--- config.mk ---
export PLATFORM = sky130hd
export DESIGN_NAME = switch_alloc_ctrl
export DESIGN_NICKNAME = d
export VERILOG_FILES = /design/src/rtl/router_pkg.sv /design/src/rtl/rr_arbiter_n.sv /design/src/rtl/switch_alloc_ctrl.sv
export SDC_FILE = /design/constraint.sdc
export NUM_CORES = 1
export LEC_CHECK = 0
export BUFFER_PORTS_ARGS = -buffer_cell sky130_fd_sc_hd__buf_2
export CORE_MARGIN = 2
export CORE_UTILIZATION = 55
export DETAILED_ROUTE_END_ITERATION = 8
export PLACE_DENSITY = 0.76
export SYNTH_ARGS = -nofsm -noshare
export SYNTH_HDL_FRONTEND = slang
export SYNTH_SLANG_ARGS = --single-unit
--- constraint.sdc ---
create_clock -name clk -period 6.35 [get_ports clk]
set_clock_uncertainty 0.1 [all_clocks]
set_input_delay 0.635 -clock clk [delete_from_list [all_inputs] [get_ports clk]]
set_output_delay 0.635 -clock clk [all_outputs]
set_load 0.01 [all_outputs]
--- src/rtl/router_pkg.sv ---
// Shared router types: port indices, allocator FSM states and port-index width.
package router_pkg;

  localparam int unsigned NUM_PORTS  = 5;
  localparam int unsigned PORT_IDX_W = 3;

  typedef enum logic [PORT_IDX_W-1:0] {
    N = 3'd0,
    S = 3'd1,
    E = 3'd2,
    W = 3'd3,
    L = 3'd4
  } port_e;

  typedef enum logic {
    IDLE = 1'b0,
    BUSY = 1'b1
  } alloc_state_e;

endpackage

--- src/rtl/rr_arbiter_n.sv ---
// Combinational round-robin picker: searches from ptr+1 (mod WIDTH) and returns
// the first requesting index.
module rr_arbiter_n #(
  parameter int unsigned WIDTH = 5,
  localparam int unsigned IDX_W = (WIDTH > 1) ? $clog2(WIDTH) : 1
) (
  input  logic [WIDTH-1:0] req,
  input  logic [IDX_W-1:0] ptr,
  output logic [IDX_W-1:0] gnt_idx_c,
  output logic             gnt_any_c
);

  int unsigned idx;

  // Walk the ring backwards so the nearest index after ptr is written last and wins.
  always_comb begin
    gnt_idx_c = '0;
    gnt_any_c = 1'b0;
    idx       = 0;
    for (int unsigned k = WIDTH; k > 0; k--) begin
      idx = (32'(ptr) + k) % WIDTH;
      if (req[idx]) begin
        gnt_idx_c = IDX_W'(idx);
        gnt_any_c = 1'b1;
      end
    end
  end

endmodule

--- src/rtl/switch_alloc_ctrl.sv ---
// Wormhole switch allocator: XY routing, per-output round-robin lock until tail.
// Optional per-output flit counters are built when SWITCH_ALLOC_PERF_EN is defined.
module switch_alloc_ctrl
  import router_pkg::*;
#(
  parameter int unsigned          COORD_W   = 4,
  parameter logic [NUM_PORTS-1:0] PORT_MASK = 5'b10111
) (
  input  logic                                   clk,
  input  logic                                   rst,
  input  logic [2*COORD_W-1:0]                   local_addr,
  input  logic [NUM_PORTS-1:0][2*COORD_W-1:0]    packet_addr,
  input  logic [NUM_PORTS-1:0]                   packet_valid,
  input  logic [NUM_PORTS-1:0]                   packet_tail,
  input  logic [NUM_PORTS-1:0]                   buffer_full_in,
  output logic [NUM_PORTS-1:0][PORT_IDX_W-1:0]   grant_sel,
  output logic [NUM_PORTS-1:0]                   grant_v,
`ifdef SWITCH_ALLOC_PERF_EN
  output logic [NUM_PORTS-1:0][15:0]             flit_cnt,
`endif
  output logic [NUM_PORTS-1:0]                   pop_v
);

  localparam int unsigned ADDR_W = 2 * COORD_W;

  function automatic logic [PORT_IDX_W-1:0] xy_route(input logic [ADDR_W-1:0] loc,
                                                     input logic [ADDR_W-1:0] dst);
    logic [COORD_W-1:0] lx, ly, dx, dy;
    lx = loc[ADDR_W-1:COORD_W];
    ly = loc[COORD_W-1:0];
    dx = dst[ADDR_W-1:COORD_W];
    dy = dst[COORD_W-1:0];
    if (dx > lx)      return PORT_IDX_W'(E);
    else if (dx < lx) return PORT_IDX_W'(W);
    else if (dy > ly) return PORT_IDX_W'(N);
    else if (dy < ly) return PORT_IDX_W'(S);
    else              return PORT_IDX_W'(L);
  endfunction

  logic [NUM_PORTS-1:0][PORT_IDX_W-1:0] route;
  logic [NUM_PORTS-1:0]                 busy;
  logic [NUM_PORTS-1:0]                 owns;

  always_comb begin
    route = '0;
    for (int i = 0; i < NUM_PORTS; i++) route[i] = xy_route(local_addr, packet_addr[i]);
  end

  // An input holding a lock sends body flits only; its packet_addr is not re-routed.
  always_comb begin
    owns = '0;
    for (int o = 0; o < NUM_PORTS; o++)
      for (int i = 0; i < NUM_PORTS; i++)
        if (busy[o] && grant_sel[o] == PORT_IDX_W'(i)) owns[i] = 1'b1;
  end

  always_comb begin
    grant_v = '0;
    for (int o = 0; o < NUM_PORTS; o++)
      grant_v[o] = busy[o] && packet_valid[grant_sel[o]] && !buffer_full_in[o];
  end

  always_comb begin
    pop_v = '0;
    for (int i = 0; i < NUM_PORTS; i++)
      for (int o = 0; o < NUM_PORTS; o++)
        if (grant_v[o] && grant_sel[o] == PORT_IDX_W'(i)) pop_v[i] = 1'b1;
  end

  for (genvar o = 0; o < NUM_PORTS; o++) begin : g_out
    if (PORT_MASK[o]) begin : g_present
      alloc_state_e          state_q;
      logic [PORT_IDX_W-1:0] owner_q;
      logic [PORT_IDX_W-1:0] rr_ptr_q;
      logic [PORT_IDX_W-1:0] win_idx_c;
      logic                  win_any_c;
      logic [NUM_PORTS-1:0]  req_c;

      always_comb begin
        req_c = '0;
        for (int i = 0; i < NUM_PORTS; i++)
          req_c[i] = packet_valid[i] && !owns[i] && PORT_MASK[i] &&
                     (route[i] == PORT_IDX_W'(o)) && !((o == i) && (i != int'(L)));
      end

      rr_arbiter_n #(.WIDTH(NUM_PORTS)) u_arb (
        .req       (req_c),
        .ptr       (rr_ptr_q),
        .gnt_idx_c (win_idx_c),
        .gnt_any_c (win_any_c)
      );

      // rr_ptr resets to L so the first search after reset starts at N.
      always_ff @(posedge clk or negedge rst) begin
        if (!rst) begin
          state_q  <= IDLE;
          owner_q  <= '0;
          rr_ptr_q <= PORT_IDX_W'(L);
        end else begin
          case (state_q)
            IDLE: if (win_any_c) begin
              state_q  <= BUSY;
              owner_q  <= win_idx_c;
              rr_ptr_q <= win_idx_c;
            end
            BUSY: if (grant_v[o] && packet_tail[owner_q]) state_q <= IDLE;
            default: state_q <= IDLE;
          endcase
        end
      end

      assign busy[o]      = (state_q == BUSY);
      assign grant_sel[o] = owner_q;
    end else begin : g_absent
      assign busy[o]      = 1'b0;
      assign grant_sel[o] = '0;
    end
  end

`ifdef SWITCH_ALLOC_PERF_EN
  localparam int unsigned CNT_W = 16;

  // Saturating count of transfer cycles per output.
  always_ff @(posedge clk or negedge rst) begin
    if (!rst) begin
      flit_cnt <= '0;
    end else begin
      for (int o = 0; o < NUM_PORTS; o++)
        if (grant_v[o] && flit_cnt[o] != {CNT_W{1'b1}}) flit_cnt[o] <= flit_cnt[o] + CNT_W'(1);
    end
  end
`endif

endmodule
* After elaboration in Yosys (flattened, before gate mapping)
Index checks and enable logic that the tools add are counted.
** Word-level totals
- Flip-flop bits (word level) :: 28
- Input port bits :: 65
- Output and inout port bits :: 25
** Operators by class
- $add $sub $neg :: 20
- Div/mod/pow operators :: 20
- Magnitude comparators :: 40
- Equality and inequality tests :: 26
- Multiplexer cells :: 160
- Bitwise gates (word level) :: 4
- Reduce and logical (&&, ||, !) cells :: 84
** Operators by type and width (number)
- 32-bit by 4-bit less-than comparator with 1-bit output (second input constant) :: 20
- 32-bit by 3-bit remainder unit with 32-bit output (second input constant) :: 20
- 3-bit 2-to-1 mux :: 36
- 1-bit 2-to-1 mux :: 92
- 1-bit binary-select mux with 3-bit select :: 28
- 1-bit logical AND :: 65
- 3-bit by 2-bit equality test with 1-bit output (second input constant) :: 11
- 3-bit by 2-bit adder with 4-bit output (second input constant) :: 8
- 3-bit by 3-bit adder with 4-bit output (second input constant) :: 8
- 4-bit greater-than comparator :: 8
- 4-bit less-than comparator :: 8
- 3-bit equality test (second input constant) :: 8
- 3-bit by 1-bit equality test with 1-bit output (second input constant) :: 7
- 3-bit logical NOT :: 7
- 3-bit by 1-bit adder with 4-bit output (second input constant) :: 4
- 3-bit by 4-bit less-than comparator with 1-bit output (second input constant) :: 4
- 1-bit logical NOT :: 8
- 1-bit case mux with 2 select lines :: 4
- 2-bit AND reduction :: 4
- 1-bit NOT :: 4

* Depth between registers and ports, before layout
- Depth after elaboration :: 18
- Depth in mapped cells :: 22

* By module
A second synthesis with hierarchy kept.
** Second synthesis, totals
- Cell total of the unflattened synthesis :: 1266
- Area, all modules :: 9621.7 µm²
** Modules (own cells, without submodules)
- rr_arbiter_n at g_out[0].g_present.u_arb ... :: instances 2, cells each 246, area each 1785.5 µm², sequential area each 0.0 µm²
- switch_alloc_ctrl :: instances 1, cells each 284, area each 2408.6 µm², sequential area each 505.5 µm²
- rr_arbiter_n at g_out[2].g_present.u_arb :: instances 1, cells each 258, area each 1860.5 µm², sequential area each 0.0 µm²
- rr_arbiter_n at g_out[4].g_present.u_arb :: instances 1, cells each 232, area each 1781.7 µm², sequential area each 0.0 µm²

* Worst setup path before layout
No wires, ideal clock.
- Path kind :: reg2reg
- From :: reg g_out[4].g_present.owner_q[0]
- To :: reg g_out[4].g_present.owner_q[1]
- Library setup time :: 125 ps
- Arrival time :: 5266 ps
- Path slack :: 859 ps
- Cell stages (with the launch flop) :: 22
- Path buffers :: 4
- Period minus slack after synthesis :: 5491 ps
- Path through :: dfrtp_1 > buf_2 > buf_1 > buf_1 > inv_1 > ha_1 > clkbuf_1 > inv_1 > ha_1 > nor2_1 > a211oi_1 > a211o_1 > ha_1 > inv_1 > o22ai_1 > o22ai_1 > mux2i_1 > nor2_1 > o21a_1 > or2_2 > o41a_4 > mux2_4
** On the way
- Longest elaborated chain between the ends :: 14
- Elaborated cells between the ends (all ways) :: 45
** Ends and longest elaborated chain
- start: declaration :: line switch_alloc_ctrl.sv:73 : logic [PORT_IDX_W-1:0] owner_q;
- start signal: assignment :: line switch_alloc_ctrl.sv:103 : owner_q <= win_idx_c;
- 3-bit by 1-bit equality test with 1-bit output (tied with other cells) :: line switch_alloc_ctrl.sv:54 : if (busy[o] && grant_sel[o] == PORT_IDX_W'(i)) owns[i] = 1'b1;
- 1-bit logical AND :: line switch_alloc_ctrl.sv:54
- 1-bit 2-to-1 mux :: line switch_alloc_ctrl.sv:54
- 1-bit logical NOT :: line switch_alloc_ctrl.sv:82 : req_c[i] = packet_valid[i] && !owns[i] && PORT_MASK[i] &&
- 1-bit logical AND (2 in a row) :: line switch_alloc_ctrl.sv:82
- 1-bit binary-select mux with 3-bit select :: line rr_arbiter_n.sv:22 : if (req[idx]) begin
- 1-bit 2-to-1 mux (implied by the code) :: line rr_arbiter_n.sv:22
- 1-bit 2-to-1 mux (5 in a row) :: line rr_arbiter_n.sv:22
- 2-bit AND reduction (no line)
Several ways; a longest one is shown, not always the timed one. The select of a mux whose other input is x is not followed.
A chain may end at the register's enable or synchronous reset.

* Worst setup path after layout
- From :: reg g_out[2].g_present.owner_q[1]
- To :: reg g_out[2].g_present.owner_q[2]
** On the way
- Longest elaborated chain between the ends :: 15
- Elaborated cells between the ends (all ways) :: 42
** Ends and longest elaborated chain (line)
- start: declaration :: switch_alloc_ctrl.sv:73
- start signal: assignment :: switch_alloc_ctrl.sv:103
- 3-bit by 1-bit equality test with 1-bit output (tied with other cells) :: switch_alloc_ctrl.sv:54
- 1-bit logical AND :: switch_alloc_ctrl.sv:54
- 1-bit 2-to-1 mux (2 in a row) :: switch_alloc_ctrl.sv:54
- 1-bit logical NOT :: switch_alloc_ctrl.sv:82
- 1-bit logical AND (2 in a row) :: switch_alloc_ctrl.sv:82
- 1-bit binary-select mux with 3-bit select :: rr_arbiter_n.sv:22
- 1-bit 2-to-1 mux (implied by the code) :: rr_arbiter_n.sv:22
- 1-bit 2-to-1 mux (5 in a row) :: rr_arbiter_n.sv:22
- 2-bit AND reduction (no line)
Several ways; a longest one is shown, not always the timed one. The select of a mux whose other input is x is not followed.

==> qor.yml <==
outcome:
  status: "finished, final reports clean"
global_route:
  grt_max_degree: 35
  grt_antenna_before_repair: 0
  overflow: 0
  grt_pass1_wl_mm: 35.9
  track_usage_pct: 28.9
  grt_pass1_vias: 7395
yosys:
  yosys-top-cells-area: "ha_1 (20%), dfrtp_1 (5.1%), a21oi_1 (4.5%)"
  ys_ff_latch: 20
  syn_inst: 1075
  yosysTopAreaCell: "ha_1"
  syn-mean-instance-area_um2: 7.32
  synth-edff-count: 0
  synth_seq_area_share_pct: 6.42
  ys.flop_type: "dfrtp_1"
  synth.distinct_cells: 92
  syn-cell-area_um2: 7870
  synth_warnings: 0
  yosysTopAreaCellShare_pct: 20.0
  ys_async_sr_fraction_pct: 100
power_and_ir_drop:
  power.density_nw_per_um2: 369
  p_sw_uw: 1740
  switching_share_pct: 56.4
  combPwrFrac_pct: 85.7
  total_power_uw: 3090
  intPower_uw: 1350
  peakVddDrop_mv: 0.468
  power_frac_seq_pct: 9.6
  p_leak_uw: 0.00370
  p_clk_share_pct: 4.7
placement:
  port_buffers: 76
  gp_congestion: 0.973
  place_hpwl_mm: 17.7
setup_path:
  end_kind: "flop"
  r2r_setup_slack_ns: 1.16
  reg2reg_depth: 17
  worstPathMaxFanout: 15
  r2r-end: "g_out[2].g_present.owner_q[2]$_DFFE_PN0P_"
  critical_path_arrival_ns: 5.23
  cp-start-kind: "flop"
  path_class: "flop to flop"
  timing.rr.start: "g_out[2].g_present.owner_q[1]$_DFFE_PN0P_"
  worstPathRequired_ns: 6.40
routing:
  first_pass_iters: 6
  finalWirelength_mm: 22.3
  vias: 8369
  avgViaCountPerCell: 6.49
  drc: 0
  antenna_left: 0
  post_drt_wl_per_cell_um: 17.3
  first_iter_violations: 848
cells_and_area:
  seqCellArea_um2: 505
  fin_nets: 1301
  multi_input_area_um2: 6780
  antenna_cells: 0
  drive_gt1_share_pct: 12.3
  mostFrequentLayoutCells: "ha_1 (126), nand2_1 (84), inv_1 (81)"
  num-fill-cells: 1353
  final_common_cell: "ha_1"
  area_growth_pct: 6.35
timing:
  fin_tns_setup_ns: 0
  period_share_pct: 81.7
  setup_viol: 0
  slew_headroom_pct: 33.0
  whs_ns: 0.250
  drv_slew: 0
  period_needed_ns: 5.19
  clock.fmax_mhz: 193
  rsz0062_at_grt: "no"
  worst_pin_slew_ns: 1.00
  hold_viol: 0
clocking:
  cts_tree: "built"
  cts_buffer_depth: 2
  ctsHoldBuffers: 0
  clk_latency_ns: 0.26
  clk_pin_slew_worst_paths_ns: 0.06
  cts.sinks: 20
  root_buffer: "clkbuf_16"
  cts_made_buffers: 3
  ctsHtreeMaxLevel: 1
  cts_setup_buffers: 0
  cts_resized: 0
die:
  die_y_um: 124
  initial_core_util_pct: 56.5
  die_w_um: 124
  ios: 90
  die-area_um2: 15300
  num_rows: 43
  core_um2: 13900
min_path:
  hp-class: "input pin to asynchronous set/reset pin"
flow_run:
  maxCapViolCount: 0
==> worst max-delay path, stage by stage (launching register included) <==
cell and delay (ns):
dfrtp_1 0.65, clkinv_1 0.12, buf_4 0.20, ha_1 0.47
ha_1 0.31, or3b_2 0.46, o22ai_1 0.18, nor2_1 0.10
ha_1 0.21, o221a_2 0.30, or4_1 0.42, mux2_2 0.27
nor3_1 0.22, a211oi_1 0.09, nand4_1 0.15, nor2b_1 0.37
o311ai_0 0.28, o21a_1 0.16
==> power groups by stage <==
stage                     logic, uW  registers, uW  clock network (uW)
final                          2640            297                 146
after global routing           2970            308                 151
after CTS                      2620            295                 147
after detailed placement       2610            297                   0
after global placement         2550            296                   0
after floorplan                2130            232                   0
==> cells in the mapped netlist (all sizes together) (10+ instances only) <==
master  instances
dfrtp          16
o21ai          62
mux2i          17
inv            83
nor2b          30
a211oi         20
nand2b         26
clkbuf         34
nand4          16
a21oi          72
nor3           17
nand3b         18
and2           19
ha            126
nor2           66
o31ai          13
a21o           10
xnor2          26
o22ai          11
nand3          37
nand2          84
o21a           14
buf            23
o211ai         23
a31oi          15
==> through the flow <==
| stage | util [%] | instance area (um^2) | setup slack, ns | std cells |
|---|---|---|---|---|
| 5_1_grt | 60.0 | 8370 | 0.730 | 1289 |
| 2_1_floorplan | - | 7880 | 0.859 | 1078 |
| 3_3_place_gp | 59.4 | 8280 | 1.28 | 1285 |
| 6_report | 60.0 | 8370 | 1.16 | 1289 |
| 3_5_place_dp | 59.4 | 8280 | 1.21 | 1285 |
| 4_1_cts | 60.0 | 8370 | 1.18 | 1289 |
==> metal layers <==
layer | wire length (um) | vias to the layer above | track usage, %
met2 | 10400 | 309 | 48.5
li1 | - | 4064 | -
met5 | 0 | - | 0
met3 | 1500 | 56 | 2.66
met4 | 690 | 0 | 8.59
met1 | 9730 | 3940 | 39.3
==> cell type report <==
cell class / instances / area share (%)
inverter: 87 / 3.90
clock buffer: 4 / 1.06
multi-input combinational: 914 / 81.0
sequential: 20 / 6.04
tap: 180 / 2.69
timing repair buffer: 84 / 5.26
==> sequential cells by signal (all words and copies together), names as in the netlist <==
register	flops
g_out.g_present.rr_ptr_q	4
g_out.g_present.state_q	4
g_out.g_present.owner_q	12
==> how the worst max path moves through the flow <==
stage                                              startpoint                                         to  slack (ns)  depth (start not counted)
floorplan           g_out[4].g_present.owner_q[0]$_DFFE_PN0P_  g_out[4].g_present.owner_q[1]$_DFFE_PN0P_        0.86                         21
global placement    g_out[2].g_present.owner_q[1]$_DFFE_PN0P_  g_out[2].g_present.owner_q[2]$_DFFE_PN0P_        1.28                         17
detailed placement  g_out[2].g_present.owner_q[1]$_DFFE_PN0P_  g_out[2].g_present.owner_q[2]$_DFFE_PN0P_        1.21                         17
CTS                 g_out[2].g_present.owner_q[1]$_DFFE_PN0P_  g_out[2].g_present.owner_q[2]$_DFFE_PN0P_        1.18                         17
global route        g_out[2].g_present.owner_q[1]$_DFFE_PN0P_  g_out[2].g_present.owner_q[2]$_DFFE_PN0P_        0.73                         17
finish              g_out[2].g_present.owner_q[1]$_DFFE_PN0P_  g_out[2].g_present.owner_q[2]$_DFFE_PN0P_        1.16                         17
==> cell families after synthesis <==
logic type      after synthesis  synth area share, %
compound gates              335                 29.7
xor+xnor                     33                 3.96
fa+ha+maj                   126                 20.0
buf+inv                     144                 7.54
flops                        20                 6.42
mux                          32                 5.50
other cells                   1               0.0477
simple gates                384                 26.8
Note: power is estimated with default switching activity, not from simulation.
